`config.mk`:
```
export PLATFORM = sky130hd
export DESIGN_NAME = ltl_symbol_streamer
export DESIGN_NICKNAME = d
export VERILOG_FILES = /design/src/rtl/ltl_mon_pkg.sv /design/src/rtl/ltl_sym_fifo.sv /design/src/rtl/ltl_symbol_streamer.sv
export SDC_FILE = /design/constraint.sdc
export NUM_CORES = 1
export LEC_CHECK = 0
export ABC_AREA = 1
export ABC_CLOCK_PERIOD_IN_PS = 3150
export CAP_MARGIN = 20
export CORE_ASPECT_RATIO = 0.5
export CORE_MARGIN = 5
export CORE_UTILIZATION = 40
export DETAILED_ROUTE_END_ITERATION = 10
export PLACE_DENSITY_LB_ADDON = 0.25
export SLEW_MARGIN = 20
export SYNTH_ARGS = -nofsm -noshare
export SYNTH_HDL_FRONTEND = slang
export SYNTH_SLANG_ARGS = --single-unit
```
`constraint.sdc`:
```
create_clock -name clk -period 3.15 [get_ports clk]
set_input_delay 0.4725 -clock clk [delete_from_list [all_inputs] [get_ports clk]]
set_output_delay 0.4725 -clock clk [all_outputs]
set_load 0.02 [all_outputs]
```
`src/rtl/ltl_mon_pkg.sv`:
```
// Shared types and symbol encoding for the LTL monitor symbol path.
package ltl_mon_pkg;

  localparam int SYM_W  = 8;
  localparam int PROP_W = 3;
  localparam int SEQ_W  = 4;

  typedef enum logic {
    ST_RESTART = 1'b0,
    ST_STREAM  = 1'b1
  } state_e;

  // The automata match on 16-aligned ranges, so seq in the low nibble is debug-only.
  function automatic logic [SYM_W-1:0] encode_symbol(input logic [PROP_W-1:0] props,
                                                     input logic [SEQ_W-1:0]  seq);
    return {1'b0, props, seq};
  endfunction

endpackage

```
`src/rtl/ltl_sym_fifo.sv`:
```
// Proposition-vector FIFO: async reset, sync clear, pointers with an extra wrap bit.
module ltl_sym_fifo
  import ltl_mon_pkg::*;
#(
  parameter int DEPTH = 8
) (
  input  logic              clk_i,
  input  logic              rst_i,
  input  logic              clr_i,
  input  logic              push_i,
  input  logic              pop_i,
  input  logic [PROP_W-1:0] din_i,
  output logic [PROP_W-1:0] dout_o,
  output logic              full_o,
  output logic              empty_o
);

  localparam int AW = $clog2(DEPTH);

  logic [AW:0]       wptr_q, wptr_d;
  logic [AW:0]       rptr_q, rptr_d;
  logic [PROP_W-1:0] mem_q [DEPTH];
  logic              wr_en;

  assign full_o  = (wptr_q[AW] != rptr_q[AW]) && (wptr_q[AW-1:0] == rptr_q[AW-1:0]);
  assign empty_o = (wptr_q == rptr_q);
  assign dout_o  = mem_q[rptr_q[AW-1:0]];
  assign wr_en   = push_i && !full_o && !clr_i;

  always_comb begin
    wptr_d = wptr_q;
    rptr_d = rptr_q;
    if (clr_i) begin
      wptr_d = '0;
      rptr_d = '0;
    end else begin
      if (push_i && !full_o) wptr_d = wptr_q + (AW+1)'(1);
      if (pop_i && !empty_o) rptr_d = rptr_q + (AW+1)'(1);
    end
  end

  always_ff @(posedge clk_i or posedge rst_i) begin
    if (rst_i) begin
      wptr_q <= '0;
      rptr_q <= '0;
    end else begin
      wptr_q <= wptr_d;
      rptr_q <= rptr_d;
    end
  end

  always_ff @(posedge clk_i) begin
    if (wr_en) mem_q[wptr_q[AW-1:0]] <= din_i;
  end

endmodule

```
`src/rtl/ltl_symbol_streamer.sv`:
```
// Buffers proposition vectors and streams encoded symbols to the LTL automata.
// Optional LTL_SYMBOL_DEDUP_EN drops a vector equal to the last enqueued one.
module ltl_symbol_streamer
  import ltl_mon_pkg::*;
#(
  parameter int DEPTH = 8,
  parameter int CNT_W = 16
) (
  input  logic              clk,
  input  logic              reset,
  input  logic              prop_valid,
  output logic              prop_ready,
  input  logic [PROP_W-1:0] props,
  input  logic              flush,
  input  logic              mon_stall,
  output logic [SYM_W-1:0]  symbols,
  output logic              run,
  output logic              mon_reset,
  output logic              overflow,
  output logic [CNT_W-1:0]  sym_count
);

  state_e             state_q, state_d;
  logic               rcnt_q, rcnt_d;
  logic [SEQ_W-1:0]   seq_q, seq_d;
  logic [CNT_W-1:0]   cnt_q, cnt_d;
  logic [SYM_W-1:0]   sym_q, sym_d;
  logic               run_q, run_d;
  logic               ovf_q, ovf_d;

  logic               fifo_full, fifo_empty, fifo_clr;
  logic               push, pop, hs;
  logic [PROP_W-1:0]  fifo_dout;

`ifdef LTL_SYMBOL_DEDUP_EN
  logic [PROP_W-1:0]  last_q, last_d;
  logic               last_vld_q, last_vld_d;
`endif

  ltl_sym_fifo #(.DEPTH(DEPTH)) u_fifo (
    .clk_i   (clk),
    .rst_i   (reset),
    .clr_i   (fifo_clr),
    .push_i  (push),
    .pop_i   (pop),
    .din_i   (props),
    .dout_o  (fifo_dout),
    .full_o  (fifo_full),
    .empty_o (fifo_empty)
  );

  always_comb begin
    state_d    = state_q;
    rcnt_d     = rcnt_q;
    seq_d      = seq_q;
    cnt_d      = cnt_q;
    sym_d      = sym_q;
    ovf_d      = ovf_q;
    run_d      = 1'b0;
    prop_ready = 1'b0;
    mon_reset  = 1'b0;
    hs         = 1'b0;
    push       = 1'b0;
    pop        = 1'b0;
    fifo_clr   = 1'b0;
`ifdef LTL_SYMBOL_DEDUP_EN
    last_d     = last_q;
    last_vld_d = last_vld_q;
`endif

    case (state_q)
      ST_RESTART: begin
        mon_reset = 1'b1;
`ifdef LTL_SYMBOL_DEDUP_EN
        last_vld_d = 1'b0;
`endif
        if (rcnt_q) begin
          state_d = ST_STREAM;
          rcnt_d  = 1'b0;
        end else begin
          rcnt_d  = 1'b1;
        end
      end
      default: begin
        // A flush cycle must not handshake a vector it is about to discard.
        prop_ready = !fifo_full && !flush;
        hs         = prop_valid && prop_ready;
        pop        = !fifo_empty && !mon_stall && !flush;
        if (prop_valid && !prop_ready) ovf_d = 1'b1;
      end
    endcase

`ifdef LTL_SYMBOL_DEDUP_EN
    push = hs && !(last_vld_q && (props == last_q));
    if (hs) begin
      last_d     = props;
      last_vld_d = 1'b1;
    end
`else
    push = hs;
`endif

    if (pop) begin
      sym_d = encode_symbol(fifo_dout, seq_q);
      run_d = 1'b1;
      seq_d = seq_q + SEQ_W'(1);
      if (cnt_q != '1) cnt_d = cnt_q + CNT_W'(1);
    end

    if (flush) begin
      state_d  = ST_RESTART;
      rcnt_d   = 1'b0;
      fifo_clr = 1'b1;
      seq_d    = '0;
      cnt_d    = '0;
      ovf_d    = 1'b0;
      run_d    = 1'b0;
`ifdef LTL_SYMBOL_DEDUP_EN
      last_vld_d = 1'b0;
`endif
    end
  end

  always_ff @(posedge clk or posedge reset) begin
    if (reset) begin
      state_q <= ST_RESTART;
      rcnt_q  <= 1'b0;
      seq_q   <= '0;
      cnt_q   <= '0;
      sym_q   <= '0;
      run_q   <= 1'b0;
      ovf_q   <= 1'b0;
`ifdef LTL_SYMBOL_DEDUP_EN
      last_q     <= '0;
      last_vld_q <= 1'b0;
`endif
    end else begin
      state_q <= state_d;
      rcnt_q  <= rcnt_d;
      seq_q   <= seq_d;
      cnt_q   <= cnt_d;
      sym_q   <= sym_d;
      run_q   <= run_d;
      ovf_q   <= ovf_d;
`ifdef LTL_SYMBOL_DEDUP_EN
      last_q     <= last_d;
      last_vld_q <= last_vld_d;
`endif
    end
  end

  assign symbols   = sym_q;
  assign run       = run_q;
  assign overflow  = ovf_q;
  assign sym_count = cnt_q;

endmodule

```
==> impl_metrics.yaml, run 1 <==
cells_and_area:
  design_area_mm2: 0.00399
  final_common_cell: "nand2_1"
  stdcell_count: 548
  fin_util_pct: 50.3
  final_cell_mix: "nand2_1, nor2_1, dfrtp_1"
  drive_gt1_share_pct: 8.49
  antenna_cells: 0
  syn2layout_area_growth_pct: 22.9
  fin_nets: 443
global_route:
  antenna_found_initial: 0
  grt_use_total_pct: 15.2
  grt_pass1_vias: 2447
  grt-ovfl-total: 0
  grt_max_degree: 40
  grt_pass1_wl_um: 11800
timing:
  rsz0062_at_grt: "no"
  fin_crit_sh_pct: 84.9
  maxSlewViolCount: 0
  max_freq_ghz: 0.374
  post-route-min-period_ns: 2.68
  hold_violations: 0
  worstMarginPinSlew_ns: 0.522
  final.setup.tns_ns: 0
  worst_slew_margin_rel_pct: 65.2
  clock_skew_ns: 0.00527
  hold_ws_ns: 0.478
  fin_ws_ns: 0.475
  setup_viol: 0
die:
  die_h_um: 73.7
  die_area_mm2: 0.0101
  die_width_um: 137
  start_util_pct: 40.9
  pin_count: 36
  num_rows: 23
  core_area_mm2: 0.00794
critical_path:
  required_ns: 2.68
  critPathKind: "reg -> out"
  r2r_end: "u_fifo.mem_q[4][0]"
  crit_top_cell: "nand2_1"
  cp-start-kind: "register"
  r2r_slack_ns: 1.08
  endpoint_kind: "output pin"
  worstPathMaxFanout: 16
  crit_path_top_delay_cell: "dfrtp_1"
  slowest_delay_ns: 0.61
  cp.arrival_ns: 2.20
  reg2reg_from: "u_fifo.rptr_q[0]"
  r2r_cells: 9
  worstPathCellList: "inv_2 -> nand2_1 -> nand2_1 -> nor2_2 -> nand3_1 -> nand2_1 -> inv_1 -> clkdlybuf4s50_1"
placed_design:
  dpl_worst_slack_ns: 0.771
  port_buffers: 34
  placed_cells: 532
  placed_area_mm2: 0.00368
  hpwl_um: 4750
  gp_congestion: 0.833
clock_network:
  clockBufferDepth: 2
  cts.clk_slew.worst_paths_ns: 0.05
  cts_buffers: 9
  clk_latency_ns: 0.33
  postCtsSetupBuffers: 0
  tritoncts: "yes"
  cts.sinks: 63
  cts_resized: 0
  cts_hold_buf: 0
  htreeDepth: 3
  cts_root_buf: "clkbuf_16"
pwr:
  netSwitchingFraction_pct: 22.0
  vdd_ir_drop_max_v: 0.000312
  p_leak_nw: 1.73
  pwr-share-comb_pct: 7.8
  seqPwrFrac_pct: 42.8
  power.switching_uw: 459
  p_total_mw: 2.09
  power_density_mw_per_mm2: 523
  clkPwrFrac_pct: 49.4
  internal_power_mw: 1.63
min_path:
  hold_class: "reg -> reg"
  holdPathEnd: "symbols[6]"
  hold-path-cell-count: 2
  hp-start: "symbols[6]"
logic_synthesis:
  async_flop_share_pct: 61.9
  synth_area_mm2: 0.00325
  synth_compound_area_share_pct: 5.59
  yosys.area_share.simple_pct: 32.2
  avgSynthCellArea_um2: 8.22
  synthCells: 395
  netlist_top_cells_area: "dfrtp_1, edfxtp_1, nand2_1"
  synthAdderAreaFrac_pct: 1.54
  ys_ff_latch: 63
  synth.distinct_cells: 33
  synthXorXnorAreaFrac_pct: 2.70
  ys_warn_count: 0
  synth_top_area_cell: "dfrtp_1"
  syn-num-nets: 407
  synth_top_family_by_area: "simple AND/OR/NAND/NOR gates"
  ys.flop_type: "dfrtp_1"
  muxShareOfSynthArea_pct: 0
  synth_edf_count: 24
  ys_seq_area_share_pct: 52.2
  yosysTopAreaCellShare_pct: 30.0
drt:
  wl_um: 6800
  drc: 0
  vias_per_cell: 4.80
  dr.pass1.iters: 4
  vias: 2630
  dr.first_iter.drc_count: 208
  ant_nets: 0
  wl_per_cell_um: 12.4
run_status:
  run_status: "completed"
job:
  maxCapViolations: 0
critical path, delay by kind of cell, from the launching register on:
family | cells | cell delay (ns)
buffers and inverters | 3 | 0.79
flip-flops | 1 | 0.61
AND/OR/NAND/NOR | 5 | 0.46
cells by family after synthesis:
family / Yosys count
AO/OA/AOI/OAI: 33
XOR/XNOR: 10
adder cells (fa/ha/maj): 4
buffers and inverters: 41
flip-flops: 63
other: 1
AND/OR/NAND/NOR: 243
Yosys cell counts (2+ instances only):
cell type,n
nand2_1,137
nor2_1,55
dfrtp_1,39
nand3_1,30
edfxtp_1,24
inv_1,24
o21ai_0,19
xor2_1,8
o22ai_1,6
clkbuf_1,5
inv_2,5
o21ai_1,5
buf_2,4
ha_1,4
nand4_1,4
nor3_1,4
nand2_4,3
nor2_2,2
nor2_4,2
xnor2_1,2
routing by layer:
layer / routed length [µm] / global-route usage, %
met1: 3270 / 19.3
met2: 3010 / 23.4
met3: 371 / 5.40
met4: 144 / 7.08
met5: 0 / 0
registers in the layout (all words and copies together), names as in the netlist:
register and cells:
overflow 1, state_q 1, symbols 7, seq_q 4
sym_count 16, u_fifo.mem_q 24, rcnt_q 1, u_fifo.rptr_q 4
u_fifo.wptr_q 4, run 1
worst max-delay path by stage:
stage                                 from                 end  cells past startpoint
after global placement               flush          prop_ready                      7
after CTS                 u_fifo.rptr_q[0]          prop_ready                      8
after floorplan           u_fifo.rptr_q[2]  u_fifo.mem_q[0][0]                     10
after detailed placement             flush          prop_ready                      7
after global routing      u_fifo.rptr_q[0]          prop_ready                      8
final                     u_fifo.rptr_q[0]          prop_ready                      8
power groups by stage:
stage	Combinational, mW	Clock (mW)	Sequential (mW)
final	0.162	1.03	0.893
after global routing	0.180	1.10	0.896
after CTS	0.166	1.06	0.893
after detailed placement	0.166	0	0.908
after global placement	0.164	0	0.908
after floorplan	0.0726	0	0.928
layout make-up:
cell class / count / area [µm²]
clock buffers: 9 / 225
clock inverters: 7 / 87.6
fillers: 763 / 3950
inverters: 29 / 109
multi-input cells: 291 / 1370
flip-flops and latches: 63 / 1700
well taps: 112 / 140
repair buffers: 37 / 363
Power figures use the tool's default switching activity.
==> run 2: changes to the inputs <==
--- a/config.mk
+++ b/config.mk
@@ -6,7 +6,7 @@
 export NUM_CORES = 1
 export LEC_CHECK = 0
 export ABC_AREA = 1
-export ABC_CLOCK_PERIOD_IN_PS = 3150
+export ABC_CLOCK_PERIOD_IN_PS = 2500
 export CAP_MARGIN = 20
 export CORE_ASPECT_RATIO = 0.5
 export CORE_MARGIN = 5
==> constraint.sdc (replaced) <==
create_clock -name clk -period 2.5 [get_ports clk]
set_input_delay 0.375 -clock clk [delete_from_list [all_inputs] [get_ports clk]]
set_output_delay 0.375 -clock clk [all_outputs]
set_load 0.02 [all_outputs]
==> impl_metrics.yaml, run 2 (same netlist as run 1, synthesis figures left out) <==
global_route:
  grt_pass1_vias: 2528
  grt_max_degree: 40
  grt-ovfl-total: 0
  antenna_found_initial: 0
  grt_use_total_pct: 15.3
  grt_pass1_wl_um: 11900
drt:
  wl_per_cell_um: 12.4
  ant_nets: 0
  vias_per_cell: 4.74
  dr.first_iter.drc_count: 131
  wl_um: 6820
  vias: 2605
  drc: 0
  dr.pass1.iters: 4
pwr:
  netSwitchingFraction_pct: 22.1
  internal_power_mw: 2.05
  seqPwrFrac_pct: 42.8
  power.switching_uw: 580
  p_total_mw: 2.63
  power_density_mw_per_mm2: 657
  pwr-share-comb_pct: 7.8
  clkPwrFrac_pct: 49.5
  p_leak_nw: 1.76
  vdd_ir_drop_max_v: 0.000293
min_path:
  hold_class: "in -> async"
timing:
  setup_viol: 0
  hold_violations: 0
  post-route-min-period_ns: 2.03
  final.setup.tns_ns: 0
  fin_crit_sh_pct: 81.4
  max_freq_ghz: 0.492
  rsz0062_at_grt: "no"
  worst_slew_margin_rel_pct: 66.2
  worstMarginPinSlew_ns: 0.507
  maxSlewViolCount: 0
  clock_skew_ns: 0.00414
die:
  pin_count: 36
  die_width_um: 137
  num_rows: 23
  die_h_um: 73.7
  start_util_pct: 40.9
  core_area_mm2: 0.00794
  die_area_mm2: 0.0101
critical_path:
  cp-start-kind: "register"
  cp.arrival_ns: 1.66
  critPathKind: "reg -> out"
  worstPathMaxFanout: 10
  required_ns: 2.12
  endpoint_kind: "output pin"
clock_network:
  tritoncts: "yes"
  cts_hold_buf: 0
  cts.sinks: 63
  cts.clk_slew.worst_paths_ns: 0.05
  clockBufferDepth: 2
  htreeDepth: 3
  cts_root_buf: "clkbuf_16"
  cts_buffers: 9
  clk_latency_ns: 0.33
placed_design:
  port_buffers: 34
  placed_cells: 533
  gp_congestion: 0.823
  hpwl_um: 4730
cells_and_area:
  area.sequential_mm2: 0.00170
  antenna_cells: 0
  drive_gt1_share_pct: 8.47
  fin_util_pct: 50.4
  largest_reg_flops: 24
  stdcell_count: 549
  fin_nets: 444
  final_cell_mix: "nand2_1, nor2_1, dfrtp_1"
  syn2layout_area_growth_pct: 23.3
  n_fill_cell: 773
  final_common_cell: "nand2_1"
  multi_input_area_mm2: 0.00137
job:
  maxCapViolations: 0
run_status:
  run_status: "completed"
run 2: final cells by class:
| cell class | count | area share (%) |
|---|---|---|
| Tap cell | 112 | 3.50 |
| Multi-Input combinational cell | 291 | 34.2 |
| Inverter | 29 | 2.78 |
| Timing Repair Buffer | 38 | 9.31 |
| Sequential cell | 63 | 42.4 |
| Clock buffer | 9 | 5.63 |
| Clock inverter | 7 | 2.19 |
run 2: layer usage:
| layer | up-vias | share of wire (%) | global-route usage, % |
|---|---|---|---|
| met3 | 9 | 4.4 | 5.20 |
| met2 | 40 | 47 | 24.9 |
| met1 | 1205 | 47 | 18.7 |
| met4 | 0 | 1.5 | 6.42 |
| met5 | - | 0 | 0 |
| li1 | 1351 | - | - |
run 2: worst paths after layout:
path                                        from            endpoint  slack [ns]  cells after the start
worst max register to register  u_fifo.rptr_q[1]  u_fifo.mem_q[5][1]        0.61                      7
max in group asynchronous                  reset        sym_count[3]        1.68                      3
worst min-delay path                       reset             state_q        0.47                      3
worst max-delay path            u_fifo.rptr_q[1]          prop_ready        0.47                      8
min in group clk                      symbols[5]          symbols[5]        0.47                      2
worst min register to register        symbols[5]          symbols[5]        0.47                      2
run 2: power groups by stage:
stage	clock network, mW	registers (mW)	logic (mW)
floorplan	0	1.17	0.0915
global placement	0	1.14	0.207
detailed placement	0	1.14	0.208
CTS	1.34	1.12	0.209
global route	1.38	1.13	0.225
finish	1.30	1.12	0.204
run 2: repair_timing:
item                       CTS  global route
buffers inserted             0             0
setup endpoints to repair    0             1
gates resized for setup      0             2
run 2: critical path: stages (launching register included):
cell	delay, ns
dfrtp_1	0.50
inv_2	0.13
nand2_1	0.07
nand2_1	0.06
nor2_2	0.09
nand3_1	0.13
nand2_1	0.09
inv_1	0.06
dlymetal6s2s_1	0.20
run 2: metrics by stage:
step / hold WS, ns / cell area [µm²] / setup slack, ns
2_1_floorplan: 0.474 / 3250 / 0.767
3_3_place_gp: 0.462 / 3690 / 0.312
3_5_place_dp: 0.466 / 3690 / 0.300
4_1_cts: 0.481 / 4000 / 0.0927
5_1_grt: 0.500 / 4000 / 0.345
6_report: 0.471 / 4000 / 0.466
